$ cat src/rtl/sqrt_pipe_ctrl_if.sv
// Valid/ready handshake bundle for sqrt_pipe_ctrl: operand entry and result exit.
// slave is the controller side, master is the upstream/downstream side.
interface sqrt_pipe_ctrl_if;
   logic in_valid_i;
   logic in_ready_o;
   logic out_valid_o;
   logic out_ready_i;

   modport master (
      output in_valid_i,
      output out_ready_i,
      input  in_ready_o,
      input  out_valid_o
   );

   modport slave (
      input  in_valid_i,
      input  out_ready_i,
      output in_ready_o,
      output out_valid_o
   );
endinterface

$ cat src/rtl/sqrt_pipe_ctrl.sv
// Valid/enable sequencer for a STAGES-deep square-root datapath with bubble collapse.
// Optional flush_i port and flush logic are built only when SQRT_PIPE_CTRL_FLUSH_EN is defined.
module sqrt_pipe_ctrl #(
   parameter int STAGES = 4
) (
   input  logic              clk,
   input  logic              rst,
`ifdef SQRT_PIPE_CTRL_FLUSH_EN
   input  logic              flush_i,
`endif
   sqrt_pipe_ctrl_if.slave   hs,
   output logic [STAGES-1:0] en_pipe_o,
   output logic [STAGES-1:0] stage_valid_o,
   output logic [3:0]        occupancy_o,
   output logic [1:0]        state_o
);

   typedef enum logic [1:0] {
      ST_IDLE  = 2'b00,
      ST_RUN   = 2'b01,
      ST_STALL = 2'b10
   } state_t;

   state_t            state_q, state_d;
   logic [STAGES-1:0] v_q, v_d;
   logic [STAGES-1:0] en_raw;
   logic [3:0]        occ_q, occ_d;
   logic              tail_full;
   logic              hold;
   logic              accept;
   logic              drain;

`ifdef SQRT_PIPE_CTRL_FLUSH_EN
   assign hold = rst | flush_i;
`else
   assign hold = rst;
`endif

   // A stage may load unless it and every stage after it are full while the output stalls.
   always_comb begin
      en_raw    = '0;
      tail_full = 1'b1;
      for (int k = STAGES - 1; k >= 0; k--) begin
         tail_full = tail_full & v_q[k];
         en_raw[k] = ~tail_full | hs.out_ready_i;
      end
   end

   assign en_pipe_o      = hold ? '0 : en_raw;
   assign hs.in_ready_o  = en_pipe_o[0];
   assign hs.out_valid_o = v_q[STAGES-1];
   assign accept         = hs.in_valid_i & hs.in_ready_o;
   assign drain          = hs.out_valid_o & hs.out_ready_i;

   always_comb begin
      v_d     = v_q;
      occ_d   = occ_q;
      state_d = ST_RUN;

      if (en_pipe_o[0]) begin
         v_d[0] = hs.in_valid_i;
      end
      for (int k = 1; k < STAGES; k++) begin
         if (en_pipe_o[k]) begin
            v_d[k] = v_q[k-1];
         end
      end

      case ({accept, drain})
         2'b10:   occ_d = occ_q + 4'd1;
         2'b01:   occ_d = occ_q - 4'd1;
         default: occ_d = occ_q;
      endcase

`ifdef SQRT_PIPE_CTRL_FLUSH_EN
      // Flush wins over any accept or drain seen in the same cycle.
      if (flush_i) begin
         v_d   = '0;
         occ_d = '0;
      end
`endif

      if (occ_d == 4'd0) begin
         state_d = ST_IDLE;
      end else if (v_d[STAGES-1] && !hs.out_ready_i) begin
         state_d = ST_STALL;
      end else begin
         state_d = ST_RUN;
      end
   end

   always_ff @(posedge clk) begin
      if (rst) begin
         v_q     <= '0;
         occ_q   <= '0;
         state_q <= ST_IDLE;
      end else begin
         v_q     <= v_d;
         occ_q   <= occ_d;
         state_q <= state_d;
      end
   end

   assign stage_valid_o = v_q;
   assign occupancy_o   = occ_q;
   assign state_o       = state_q;

endmodule

$ cat src/flat_wrapper.sv
// flat-port wrapper written by rule: the top's interface ports become plain ports
module sqrt_pipe_ctrl_flat 
#(
   parameter int STAGES = 4
)
  (clk, rst, en_pipe_o, stage_valid_o, occupancy_o, state_o, hs_in_valid_i, hs_out_ready_i, hs_in_ready_o, hs_out_valid_o);
  sqrt_pipe_ctrl_if hs_i ();
  input  logic clk;
  input  logic rst;
  output logic [STAGES-1:0] en_pipe_o;
  output logic [STAGES-1:0] stage_valid_o;
  output logic [3:0] occupancy_o;
  output logic [1:0] state_o;
  input wire logic [$bits(hs_i.in_valid_i)-1:0] hs_in_valid_i;
  input wire logic [$bits(hs_i.out_ready_i)-1:0] hs_out_ready_i;
  output wire logic [$bits(hs_i.in_ready_o)-1:0] hs_in_ready_o;
  output wire logic [$bits(hs_i.out_valid_o)-1:0] hs_out_valid_o;
  assign hs_i.in_valid_i = hs_in_valid_i;
  assign hs_i.out_ready_i = hs_out_ready_i;
  assign hs_in_ready_o = hs_i.in_ready_o;
  assign hs_out_valid_o = hs_i.out_valid_o;
  sqrt_pipe_ctrl #(.STAGES(STAGES)) u_core (.clk(clk), .rst(rst), .hs(hs_i), .en_pipe_o(en_pipe_o), .stage_valid_o(stage_valid_o), .occupancy_o(occupancy_o), .state_o(state_o));
endmodule
$ cat config.mk
export PLATFORM = sky130hd
export DESIGN_NAME = sqrt_pipe_ctrl_flat
export DESIGN_NICKNAME = d
export VERILOG_FILES = /design/src/rtl/sqrt_pipe_ctrl_if.sv /design/src/rtl/sqrt_pipe_ctrl.sv /design/src/flat_wrapper.sv
export SDC_FILE = /design/constraint.sdc
export NUM_CORES = 1
export LEC_CHECK = 0
export ABC_CLOCK_PERIOD_IN_PS = 2750
export CAP_MARGIN = 10
export CELL_PAD_IN_SITES_DETAIL_PLACEMENT = 0
export CELL_PAD_IN_SITES_GLOBAL_PLACEMENT = 2
export CORE_UTILIZATION = 23
export CTS_CLUSTER_DIAMETER = 50
export DETAILED_ROUTE_END_ITERATION = 10
export HOLD_SLACK_MARGIN = 0.02
export MAX_ROUTING_LAYER = met4
export PLACE_DENSITY = 0.83
export SYNTH_ARGS = -nofsm -noshare
export SYNTH_HDL_FRONTEND = slang
export SYNTH_SLANG_ARGS = --single-unit
$ cat constraint.sdc
create_clock -name clk -period 2.75 [get_ports clk]
set_input_delay 0.4125 -clock clk [delete_from_list [all_inputs] [get_ports clk]]
set_output_delay 0.4125 -clock clk [all_outputs]
set_load 0.02 [all_outputs]
; Yosys cells after proc, flatten, opt, wreduce, memory -nomap -nowiden
; Cells that the tools add are included.
[totals]
regBits = 10
elab_cells = 31
[op_classes]
mux = 4
add_sub_neg = 2
reduce_logical = 4
n_bitwise = 13
eq_ne = 2
[ops]
columns = cell, n
row1 = $pmux W4 S2, 1
row2 = $and A1 B1 Y1, 5
row3 = $add A4 B1 Y4 const B, 1
row4 = $logic_not A4 Y1, 1
row5 = $mux W4, 1
row6 = $not A1 Y1, 4
row7 = $or A1 B1 Y1, 4
row8 = $sub A4 B1 Y4 const B, 1
row9 = $eq A2 B1 Y1 const B, 1
row10 = $eq A2 B2 Y1 const B, 1
row11 = $mux W2, 1
row12 = $reduce_or A2 Y1, 1
row13 = $logic_and A1 B1 Y1, 1
row14 = $logic_not A1 Y1, 1
row15 = $mux W1, 1

; Longest topological paths before layout
[depth]
word_depth = 11
depth_mapped = 12

; Worst setup path before layout
; No wires, ideal clock.
[synth_timing]
path_type = reg-to-reg
startpoint = reg u_core.v_q[3] (netlist: u_core.stage_valid_o[3])
endpoint = reg u_core.state_q[1] (netlist: u_core.state_o[1])
setup_slack_ns = -0.080
n_path_buf = 0
arrival_ns = 2.689
stages_incl_launch_ff = 13
path_cell_list = dfxtp_1 -> nor2b_1 -> and3_1 -> a21oi_1 -> nand2_1 -> ha_1 -> xor2_1 -> ha_1 -> a21oi_1 -> xor2_1 -> nor2_1 -> xnor2_1 -> a311oi_2
[synth_between]
elab_chain_len = 11
elab_cells_between_ends = 18
cone_classes = eq/ne: 2 / mux: 4 / bitwise: 9 / reduce/logical: 3
[synth_lines]
columns = item, line
row1 = "start, declared", sqrt_pipe_ctrl.sv:25  ; logic [STAGES-1:0] v_q, v_d;
row2 = "start signal, assigned", sqrt_pipe_ctrl.sv:98  ; v_q <= v_d;
row3 = $and A1 B1 Y1 (*) (3 in series), sqrt_pipe_ctrl.sv:44  ; tail_full = tail_full & v_q[k];
row4 = $not A1 Y1 (*), sqrt_pipe_ctrl.sv:45  ; en_raw[k] = ~tail_full | hs.out_ready_i;
row5 = $or A1 B1 Y1 (*), sqrt_pipe_ctrl.sv:45
row6 = $mux W4 (*), sqrt_pipe_ctrl.sv:49  ; assign en_pipe_o = hold ? '0 : en_raw;
row7 = via hs_in_ready_o, flat_wrapper.sv:16  ; output wire logic [$bits(hs_i.in_ready_o)-1:0] hs_in_ready_o;
row8 = $and A1 B1 Y1 (*), sqrt_pipe_ctrl.sv:52  ; assign accept = hs.in_valid_i & hs.in_ready_o;
row9 = $eq A2 B1 Y1 or $eq A2 B2 Y1 (tied branches), sqrt_pipe_ctrl.sv:69  ; case ({accept, drain})
row10 = $pmux W4 S2 (*), sqrt_pipe_ctrl.sv:69
row11 = $logic_not A4 Y1 (*), sqrt_pipe_ctrl.sv:83  ; if (occ_d == 4'd0) begin
row12 = $reduce_or A2 Y1 (no source line) (*), --
row13 = "end signal, assigned", sqrt_pipe_ctrl.sv:100  ; state_q <= state_d;
row14 = "end, declared", sqrt_pipe_ctrl.sv:24  ; state_t state_q, state_d;
; Mark *: on every way through the listed nets, which the timed path passes. The rest lies on a longest branch.
; A chain may end at the register's enable or synchronous reset.

; Final worst setup path
[layout_timing]
startpoint = in hs_out_ready_i
endpoint = reg u_core.state_q[1] (netlist: u_core.state_o[1])
[layout_between]
elab_chain_len = 7
elab_cells_between_ends = 14
cone_classes = eq/ne: 2 / mux: 4 / bitwise: 4 / reduce/logical: 4
[layout_lines]
columns = item, line
row1 = "start, declared", flat_wrapper.sv:15  ; input wire logic [$bits(hs_i.out_ready_i)-1:0] hs_out_ready_i;
row2 = $or A1 B1 Y1, sqrt_pipe_ctrl.sv:45
row3 = $mux W4, sqrt_pipe_ctrl.sv:49
row4 = $and A1 B1 Y1, sqrt_pipe_ctrl.sv:52
row5 = $eq A2 B1 Y1 or $eq A2 B2 Y1 (tied branches), sqrt_pipe_ctrl.sv:69
row6 = $pmux W4 S2, sqrt_pipe_ctrl.sv:69
row7 = $logic_not A4 Y1, sqrt_pipe_ctrl.sv:83
row8 = $reduce_or A2 Y1 (no source line), --
; Several ways; a longest one is shown, not always the timed one.

==> results.yml <==
status:
  status: "complete, no violations"
clocking:
  cts_tree: "done"
  cts_num_sinks: 10
  clock_latency_ns: 0.27
  cts_buffers: 3
  clkTransAtPathRegs_ns: 0.08
  clockBufferDepth: 2
  htreeDepth: 1
  clock-root-buffer: "clkbuf_4"
  postCtsSetupBuffers: 0
power_and_ir_drop:
  p_per_area_nw_per_um2: 438
  ir_worst_vdd_mv: 0.211
  p_leak_uw: 0.000348
finish:
  syn2layout_area_growth_pct: 62.7
  nets: 94
  fin_util: 0.411
  diodes: 0
  layout-drive-gt1-share: 0.198
  fill_cells: 206
timing:
  grt_setup_unrepaired: "no"
  period_needed_ns: 2.51
  fin_crit_sh: 0.914
  clock_skew_ns: 0.00849
  maxClockFrequency_mhz: 398
  drv_slew: 0
  setup_viol: 0
  hold_ws_ns: 0.531
  slew_headroom: 0.794
  worst_pin_slew_ns: 0.308
  final-hold-violation-count: 0
global_route:
  grt_antenna_before_repair: 0
  grt_pass1_vias: 478
  grt_max_degree: 14
  grt_pass1_wl_mm: 2.10
  grt_overflow: 0
  grt_usage: 0.114
synth:
  ys_ff_latch: 10
  netlist_instances: 57
  async_flop_share: 0
  ys_seq_area_frac: 0.392
  synth.most_common_cell: "nor2_1"
  synth_top_area_frac: 0.392
  syn_area_sq_um: 510
  syn_nets: 64
  ys_top_cells_by_area: "dfxtp_1 (39%), nor2_1 (8.8%), ha_1 (7.4%)"
  synth_common_cells: "nor2_1 (12), dfxtp_1 (10), a21oi_1 (6)"
  synth_flop_cell: "dfxtp_1"
  synthDistinctLibCells: 22
  synth_edf_count: 0
  synth_top_cell_by_area: "dfxtp_1"
  syn_area_per_cell_sq_um: 8.96
  yosysWarnings: 0
route:
  finalWirelength_mm: 1.14
  avgViaCountPerCell: 4.27
  avgRoutedWirePerCell_um: 10.1
  postRouteAntennaNets: 0
  first_pass_iters: 3
  via_count: 483
  drt-initial-drc-count: 2
  drcViolationCount: 0
die:
  die_width_um: 49.1
  die_h_um: 49.1
  core.rowCount: 16
  core-area_sq_um: 2020
  ios: 20
  die_area_sq_um: 2410
  start_util: 0.252
setup_path:
  critPathKind: "input pin to flip-flop"
  rr_startpoint: "u_core.stage_valid_o[3]"
  crit_arrival_ns: 2.66
  end_kind: "flip-flop"
  regToRegEndpoint: "u_core.state_o[1]"
  cp_max_fo: 3
  rr_worst_depth: 12
  cp-start-kind: "input pin"
  cpPeakStageDelay_ns: 0.48
  cp_cell_sequence: "clkdlybuf4s50_1 -> nor2b_1 -> and3_1 -> a21oi_2 -> nand2_1 -> ha_1 -> xor2_1 -> ha_1 -> a21oi_1 -> xor2_1 -> nor2_1 -> xnor2_2 -> a311oi_2"
  regToRegSetupSlack_ns: 0.44
  worstPathRequired_ns: 2.89
  crit_slowest_cell: "clkdlybuf4s50_1"
hold_path:
  min_path_type: "flip-flop to flip-flop"
  hold_end: "u_core.stage_valid_o[2]"
  holdPathStages: 2
  hold_path.startpoint: "u_core.stage_valid_o[1]"
place:
  place_hpwl_um: 902
  gp_congestion: 0.738
  portBuffers: 19
run:
  maxCapViolCount: 0
==> power by group <==
group          internal, uW  leakage (uW)  total (uW)  switching, uW
clock                  80.3     0.0000210         134           53.6
sequential              151     0.0000817         157           6.13
combinational          38.3      0.000245        73.1           34.7
total                   269      0.000348         364           94.5
==> worst max-delay path: cells and delay by family <==
kind	cells	cell delay, ns
AO/OA/AOI/OAI	3	0.41
XOR/XNOR	3	0.53
adder cells (fa/ha/maj)	2	0.40
buffers and inverters	1	0.48
AND/OR/NAND/NOR	4	0.43
==> kinds of logic (layout without fill, tap and decap cells) <==
| group | after synthesis | in the layout | synth area share |
|---|---|---|---|
| fa+ha+maj | 3 | 3 | 0.0735 |
| flops | 10 | 10 | 0.392 |
| simple gates | 24 | 24 | 0.238 |
| mux | 1 | 1 | 0.0196 |
| buf+inv | 3 | 32 | 0.0367 |
| compound gates | 12 | 12 | 0.172 |
| xor+xnor | 4 | 4 | 0.0686 |
==> repair_timing <==
action                     4_1_cts  5_1_grt
resized for setup                0        1
setup endpoints to repair        0        1
hold endpoints to repair         0        0
hold buffers                     0        0
==> per-stage QoR <==
step	instance area (sq um)	setup slack [ns]	setup TNS, ns	instances	total power [uW]
floorplan	514	0.0960	0	57	197
global placement	787	-0.147	-0.313	109	233
detailed placement	787	-0.134	-0.276	109	234
CTS	823	0.139	0	113	368
global route	831	0.0526	0	113	386
finish	831	0.236	0	113	364
==> flip-flops by register name (all words and copies together), names as in the netlist <==
name	cells
u_core.stage_valid_o	4
u_core.state_o	2
u_core.occupancy_o	4
==> layout by cell type, fill, tap and decap left out, types with 2 or more instances in the layout <==
master and count:
a21oi_1 5, buf_4 9, nor2b_1 3, ha_1 3, clkdlybuf4s50_1 19, nand2b_1 3
nor2_1 12, clkbuf_4 3, dfxtp_1 10, a31oi_1 2, xor2_1 2
==> per-layer routing <==
layer / part of all wire / GRT usage / vias to the layer above / routed length, um
met5: 0 / - / - / 0
met4: 0 / 0.0441 / 0 / 0
met3: 0.042 / 0.0187 / 0 / 48
met2: 0.45 / 0.176 / 15 / 519
met1: 0.50 / 0.148 / 214 / 575
li1: - / - / 254 / -
==> worst max path at each step <==
| stage | slack (ns) | from | end | depth (start not counted) |
|---|---|---|---|---|
| after floorplan | 0.1 | u_core.stage_valid_o[3] | u_core.state_o[1] | 12 |
| after global placement | -0.15 | hs_out_ready_i | u_core.state_o[1] | 13 |
| after detailed placement | -0.13 | hs_out_ready_i | u_core.state_o[1] | 13 |
| after CTS | 0.14 | hs_out_ready_i | u_core.state_o[1] | 13 |
| after global routing | 0.05 | hs_out_ready_i | u_core.state_o[1] | 12 |
| final | 0.24 | hs_out_ready_i | u_core.state_o[1] | 13 |
==> cell type report <==
class                      count  area, sq um  area share
tap                           27         33.8      0.0407
sequential                    10          200       0.241
clock buffer                   4         36.3      0.0437
timing repair buffer          28          258       0.310
multi-input combinational     44          303       0.364
Note: power is estimated with default switching activity, not from simulation.
